**config.mk**
```make
export PLATFORM = sky130hd
export DESIGN_NAME = pcie_tl_rx
export DESIGN_NICKNAME = d
export VERILOG_FILES = /design/src/rtl/pcie_tl_rx.sv
export SDC_FILE = /design/constraint.sdc
export NUM_CORES = 2
export LEC_CHECK = 0
export CORE_ASPECT_RATIO = 2
export CORE_MARGIN = 10
export CORE_UTILIZATION = 53
export DETAILED_ROUTE_END_ITERATION = 10
export PLACE_DENSITY_LB_ADDON = 0.1
export SYNTH_ARGS = -nofsm -noshare
export SYNTH_HDL_FRONTEND = slang
export SYNTH_SLANG_ARGS = --single-unit
```
**constraint.sdc**
```tcl
create_clock -name clk -period 6.5 [get_ports clk]
set_clock_uncertainty 0.05 [all_clocks]
set_input_delay 0.975 -clock clk [delete_from_list [all_inputs] [get_ports clk]]
set_output_delay 0.975 -clock clk [all_outputs]
set_load 0.05 [all_outputs]
```
**src/rtl/pcie_tl_rx.sv**
```systemverilog
// Receive-side PCIe Transaction Layer: validates single-beat MWr TLPs, buffers them per VC,
// and drains them round-robin into an AXI4 write master with per-VC credit return.
module pcie_tl_rx #(
  parameter int unsigned FIFO_DEPTH = 4,
  parameter int unsigned ADDR_W     = 64,
  parameter int unsigned DATA_W     = 128
) (
  input  logic                clk,
  input  logic                rst_n,
  input  logic                tlp_valid_i,
  input  logic [255:0]        tlp_i,
  output logic                tlp_ready_o,
  output logic                aw_valid_o,
  input  logic                aw_ready_i,
  output logic [ADDR_W-1:0]   aw_addr_o,
  output logic                w_valid_o,
  input  logic                w_ready_i,
  output logic [DATA_W-1:0]   w_data_o,
  output logic [DATA_W/8-1:0] w_strb_o,
  output logic                w_last_o,
  input  logic                b_valid_i,
  output logic                b_ready_o,
  input  logic [1:0]          b_resp_i,
  output logic                fc_credit_vc0_o,
  output logic                fc_credit_vc1_o,
  output logic                drop_pulse_o,
  output logic                axi_err_o,
  output logic [15:0]         drop_cnt_o
);

  localparam int unsigned PW = $clog2(FIFO_DEPTH);
  localparam int unsigned EW = ADDR_W + DATA_W;
  localparam logic [PW:0] PTR_ONE = 1;

  typedef enum logic [1:0] {IDLE, XFER, RESP} state_t;

  logic [127:0]      hdr;
  logic [63:0]       tlp_addr;
  logic              tlp_good;
  logic              tlp_acc;
  logic [1:0]        wr_en;
  logic [1:0]        rd_en;
  logic [1:0]        full;
  logic [1:0]        empty;
  logic              sel_vc;
  logic              pop_any;
  logic [EW-1:0]     head;
  logic [PW:0]       wr_ptr [2];
  logic [PW:0]       rd_ptr [2];
  logic [EW-1:0]     mem    [2][FIFO_DEPTH];
  state_t            state;
  logic              last_vc;
  logic              unused_hdr_bits;

  assign hdr      = tlp_i[255:128];
  assign tlp_addr = {hdr[63:2], 2'b00};
  assign tlp_good = (hdr[127:125] == 3'b011) && (hdr[124:120] == 5'b00000) &&
                    (hdr[105:96] == 10'd4);
  assign unused_hdr_bits = ^{hdr[119:117], hdr[115:106], hdr[95:64], hdr[1:0]};

  assign tlp_ready_o = !full[0] && !full[1];
  assign tlp_acc     = tlp_valid_i && tlp_ready_o;
  assign wr_en[0]    = tlp_acc && tlp_good && !hdr[116];
  assign wr_en[1]    = tlp_acc && tlp_good &&  hdr[116];

  always_comb begin
    full  = '0;
    empty = '0;
    for (int unsigned v = 0; v < 2; v++) begin
      empty[v] = (wr_ptr[v] == rd_ptr[v]);
      full[v]  = (wr_ptr[v][PW] != rd_ptr[v][PW]) &&
                 (wr_ptr[v][PW-1:0] == rd_ptr[v][PW-1:0]);
    end
  end

  // VC1 wins only when it alone has data, or both do and VC0 was served last.
  assign sel_vc  = !empty[1] && (empty[0] || !last_vc);
  assign pop_any = (state == IDLE) && !(empty[0] && empty[1]);
  assign rd_en[0] = pop_any && !sel_vc;
  assign rd_en[1] = pop_any &&  sel_vc;
  assign head     = mem[sel_vc][rd_ptr[sel_vc][PW-1:0]];

  always_ff @(posedge clk or negedge rst_n) begin
    if (!rst_n) begin
      for (int unsigned v = 0; v < 2; v++) begin
        wr_ptr[v] <= '0;
        rd_ptr[v] <= '0;
      end
    end else begin
      for (int unsigned v = 0; v < 2; v++) begin
        if (wr_en[v]) wr_ptr[v] <= wr_ptr[v] + PTR_ONE;
        if (rd_en[v]) rd_ptr[v] <= rd_ptr[v] + PTR_ONE;
      end
    end
  end

  always_ff @(posedge clk) begin
    for (int unsigned v = 0; v < 2; v++) begin
      if (wr_en[v]) mem[v][wr_ptr[v][PW-1:0]] <= {tlp_addr[ADDR_W-1:0], tlp_i[DATA_W-1:0]};
    end
  end

  always_ff @(posedge clk or negedge rst_n) begin
    if (!rst_n) begin
      drop_pulse_o <= 1'b0;
      drop_cnt_o   <= '0;
    end else begin
      drop_pulse_o <= tlp_acc && !tlp_good;
      if (tlp_acc && !tlp_good && (drop_cnt_o != 16'hFFFF))
        drop_cnt_o <= drop_cnt_o + 16'd1;
    end
  end

  assign w_strb_o = '1;
  assign w_last_o = 1'b1;

  // The valid registers double as the per-channel "not yet done" flags in XFER.
  always_ff @(posedge clk or negedge rst_n) begin
    if (!rst_n) begin
      state           <= IDLE;
      last_vc         <= 1'b1;
      aw_valid_o      <= 1'b0;
      w_valid_o       <= 1'b0;
      b_ready_o       <= 1'b0;
      aw_addr_o       <= '0;
      w_data_o        <= '0;
      fc_credit_vc0_o <= 1'b0;
      fc_credit_vc1_o <= 1'b0;
      axi_err_o       <= 1'b0;
    end else begin
      fc_credit_vc0_o <= 1'b0;
      fc_credit_vc1_o <= 1'b0;
      axi_err_o       <= 1'b0;
      unique case (state)
        IDLE: begin
          if (pop_any) begin
            aw_addr_o       <= head[EW-1:DATA_W];
            w_data_o        <= head[DATA_W-1:0];
            last_vc         <= sel_vc;
            fc_credit_vc0_o <= !sel_vc;
            fc_credit_vc1_o <= sel_vc;
            aw_valid_o      <= 1'b1;
            w_valid_o       <= 1'b1;
            state           <= XFER;
          end
        end
        XFER: begin
          if (aw_valid_o && aw_ready_i) aw_valid_o <= 1'b0;
          if (w_valid_o && w_ready_i)   w_valid_o  <= 1'b0;
          if ((!aw_valid_o || aw_ready_i) && (!w_valid_o || w_ready_i)) begin
            b_ready_o <= 1'b1;
            state     <= RESP;
          end
        end
        RESP: begin
          if (b_valid_i) begin
            b_ready_o <= 1'b0;
            axi_err_o <= (b_resp_i != 2'b00);
            state     <= IDLE;
          end
        end
        default: state <= IDLE;
      endcase
    end
  end

endmodule

```
==> flow_metrics.env <==
export IMPL_status="finished clean"
export IMPL_drt_met1_wl_mm=76.1
export IMPL_dp_worst_setup_slack_ps=1630
export IMPL_setup_viol=0
export IMPL_yosysSeqAreaShare_pct=73.6
export IMPL_crit_fanout=49
export IMPL_cts_reportedPaths_clkPinSlew_ps=70
export IMPL_start_kind="register"
export IMPL_clockRootBuffer="clkbuf_16"
export IMPL_yosys_top_cells_area="edfxtp_1 65%, mux2_2 9.3%, dfrtp_1 8.1%, a31oi_1 3.4%, mux2i_1 2.8%"
export IMPL_synth_ff_latch_count=1748
export IMPL_num_rows=188
export IMPL_die_w_um=277
export IMPL_met3_wirelength_mm=13.8
export IMPL_via_count=41346
export IMPL_path_cells="xor2_1 -> nor2_1 -> a22oi_1 -> clkdlybuf4s50_1"
export IMPL_dieHeight_um=533
export IMPL_finalCritPeriodShare_pct=70.3
export IMPL_ys_flop_type="edfxtp_1"
export IMPL_routed_wl_mm=189
export IMPL_slew_viol_final=0
export IMPL_avgSynthCellArea_um2=15.4
export IMPL_grt_max_degree=145
export IMPL_drv_cap=0
export IMPL_synth_most_common_cell="edfxtp_1"
export IMPL_synth_edf_count=1520
export IMPL_synthToLayoutAreaGrowth_pct=16.1
export IMPL_drc_errors=0
export IMPL_crit_slowest_cell="dfrtp_4"
export IMPL_async_flop_share_pct=13.0
export IMPL_drtIter0Drc=3108
export IMPL_rsz0062_at_grt="false"
export IMPL_cp_depth=4
export IMPL_io_pins=497
export IMPL_worstReg2RegStart="rd_ptr[4]"
export IMPL_setup_tns_ps=0
export IMPL_drt_pass1_iterations=5
export IMPL_synth_top_cells_by_count="1520 x edfxtp_1, 574 x mux2_2, 392 x nand2_1"
export IMPL_postCtsSetupBuffers=0
export IMPL_insertion_delay_ps=770
export IMPL_hold_viol_final=0
export IMPL_grt_pass1_vias=42545
export IMPL_cp_top_family="flip-flops"
export IMPL_cpPeakStageDelay_ps=1060
export IMPL_coreArea_um2=131000
export IMPL_routedWlPerCell_um=28.2
export IMPL_hp_class="input port to async pin"
export IMPL_cp_arrival_ps=3550
export IMPL_cts_htree_levels=4
export IMPL_io_buffers=430
export IMPL_cts_made_buffers=150
export IMPL_place_congestion=0.782
export IMPL_layout_drive_gt1_share_pct=18.4
export IMPL_power_leakage_uw=0.0272
export IMPL_tightest_slew_ps=1170
export IMPL_grt_use_total_pct=25.1
export IMPL_worst_setup_path_type="register to output pin"
export IMPL_crit_buf_inv=1
export IMPL_synth_area_um2=69700
export IMPL_cts_tree="yes"
export IMPL_dp_cells=6420
export IMPL_r2r_end="mem[0][578]"
export IMPL_vias_per_cell=6.16
export IMPL_yosysTopAreaCellShare_pct=65.4
export IMPL_synth_top_area_cell="edfxtp_1"
export IMPL_grt_pass1_wl_mm=280
export IMPL_instances_no_fill=6712
export IMPL_r2r_slack_ps=2070
export IMPL_ff2ff_path_depth=6
export IMPL_setup_ws_ps=1930
export IMPL_cts_resized=0
export IMPL_crit_path_end_kind="output pin"
export IMPL_wl_met2_mm=94.6
export IMPL_pwr_density_cell_nw_per_um2=467
export IMPL_top_layer="met5"
export IMPL_timing_fmax_ghz=0.219
export IMPL_start_util_pct=53.2
export IMPL_holdBufCountCts=0
export IMPL_dp_hpwl_mm=97.5
export IMPL_antenna_left=0
export IMPL_overflow=0
export IMPL_slew_headroom_pct=22.1
export IMPL_syn_inst=4524
export IMPL_fin_nets=5137
export IMPL_finish_utilization_pct=61.8
export IMPL_period_minus_slack_ps=4570
export IMPL_cts_sinks=1748
export IMPL_cts_path_max_buffers=3
export IMPL_worstPathRequired_ps=5470
export IMPL_peakVddDrop_v=0.000702
export IMPL_antenna_found_initial=36
export IMPL_yosysWarnings=0
export IMPL_die_area_um2=147000
export IMPL_ys_types=51
-- worst max path at each step --
| stage | from | end | slack (ps) |
|---|---|---|---|
| after floorplan | tlp_i[228] | mem[0][0] | 100 |
| after global placement | tlp_i[255] | mem[0][576] | 1700 |
| after detailed placement | tlp_i[224] | mem[0][576] | 1630 |
| after CTS | rd_ptr[4] | tlp_ready_o | 1890 |
| after global routing | rd_ptr[4] | tlp_ready_o | 1840 |
| final | rd_ptr[4] | tlp_ready_o | 1930 |
-- routing by layer --
layer | GRT usage [%] | up-vias
met3 | 5.60 | 333
met4 | 7.87 | 44
met1 | 31.6 | 21572
met5 | 0 | -
met2 | 42.7 | 1494
li1 | - | 17903
-- cell type report --
class                      count  area [um^2]
inverter                      11         56.3
antenna                       13         32.5
tap                         1710         2140
multi-input combinational   2441        16900
clock inverter                77          938
sequential                  1748        51400
clock buffer                 202         4180
fill                        9849        50100
timing repair buffer         510         5320
-- power by group --
part / switching [uW] / total (uW) / internal, uW
Combinational: 9840 / 14700 / 4840
Sequential: 835 / 13800 / 12900
Clock: 4050 / 9360 / 5300
Total: 14700 / 37800 / 23100
-- kinds of logic after synthesis --
group / after synthesis / share of synthesized area, %
AOI/OAI and AO/OA: 961 / 7.63
xor gates and xnor gates: 27 / 0.339
buffers and inverters: 352 / 2.31
and+or+nand+nor: 656 / 3.85
muxes: 767 / 12.0
adders and majority gates: 11 / 0.197
DFF: 1748 / 73.6
other: 2 / 0.0108
-- state kept, by name, summed over array words and instances, names as in the netlist --
| register | cells |
|---|---|
| aw_addr_o | 62 |
| aw_valid_o | 1 |
| axi_err_o | 1 |
| b_ready_o | 1 |
| drop_cnt_o | 16 |
| drop_pulse_o | 1 |
| fc_credit_vc0_o | 1 |
| fc_credit_vc1_o | 1 |
| last_vc | 1 |
| mem | 1520 |
| rd_ptr | 6 |
| state | 2 |
| w_data_o | 128 |
| w_valid_o | 1 |
| wr_ptr | 6 |
-- layout by cell type (no fill, tap or decap), drive strengths merged, types with 20 or more instances in the layout --
cell | Yosys | final
nand2 | 392 | 392
edfxtp | 1520 | 1520
clkinv | 0 | 48
a21oi | 380 | 380
mux2 | 575 | 575
buf | 126 | 81
o21ai | 192 | 192
xor2 | 20 | 20
dfrtp | 227 | 227
mux2i | 192 | 192
a31oi | 378 | 378
nor2 | 201 | 201
clkdlybuf4s50 | 0 | 429
clkbuf | 215 | 202
-- metrics by stage --
stage / power [uW] / hold WS (ps) / area [um^2]
detailed placement: 28700 / 432 / 75800
floorplan: 23400 / 414 / 69800
finish: 37800 / 153 / 80900
global placement: 28600 / 430 / 75800
CTS: 38000 / 129 / 80900
global route: 39300 / 172 / 80900
No activity file was read; power rests on OpenSTA's default activity.
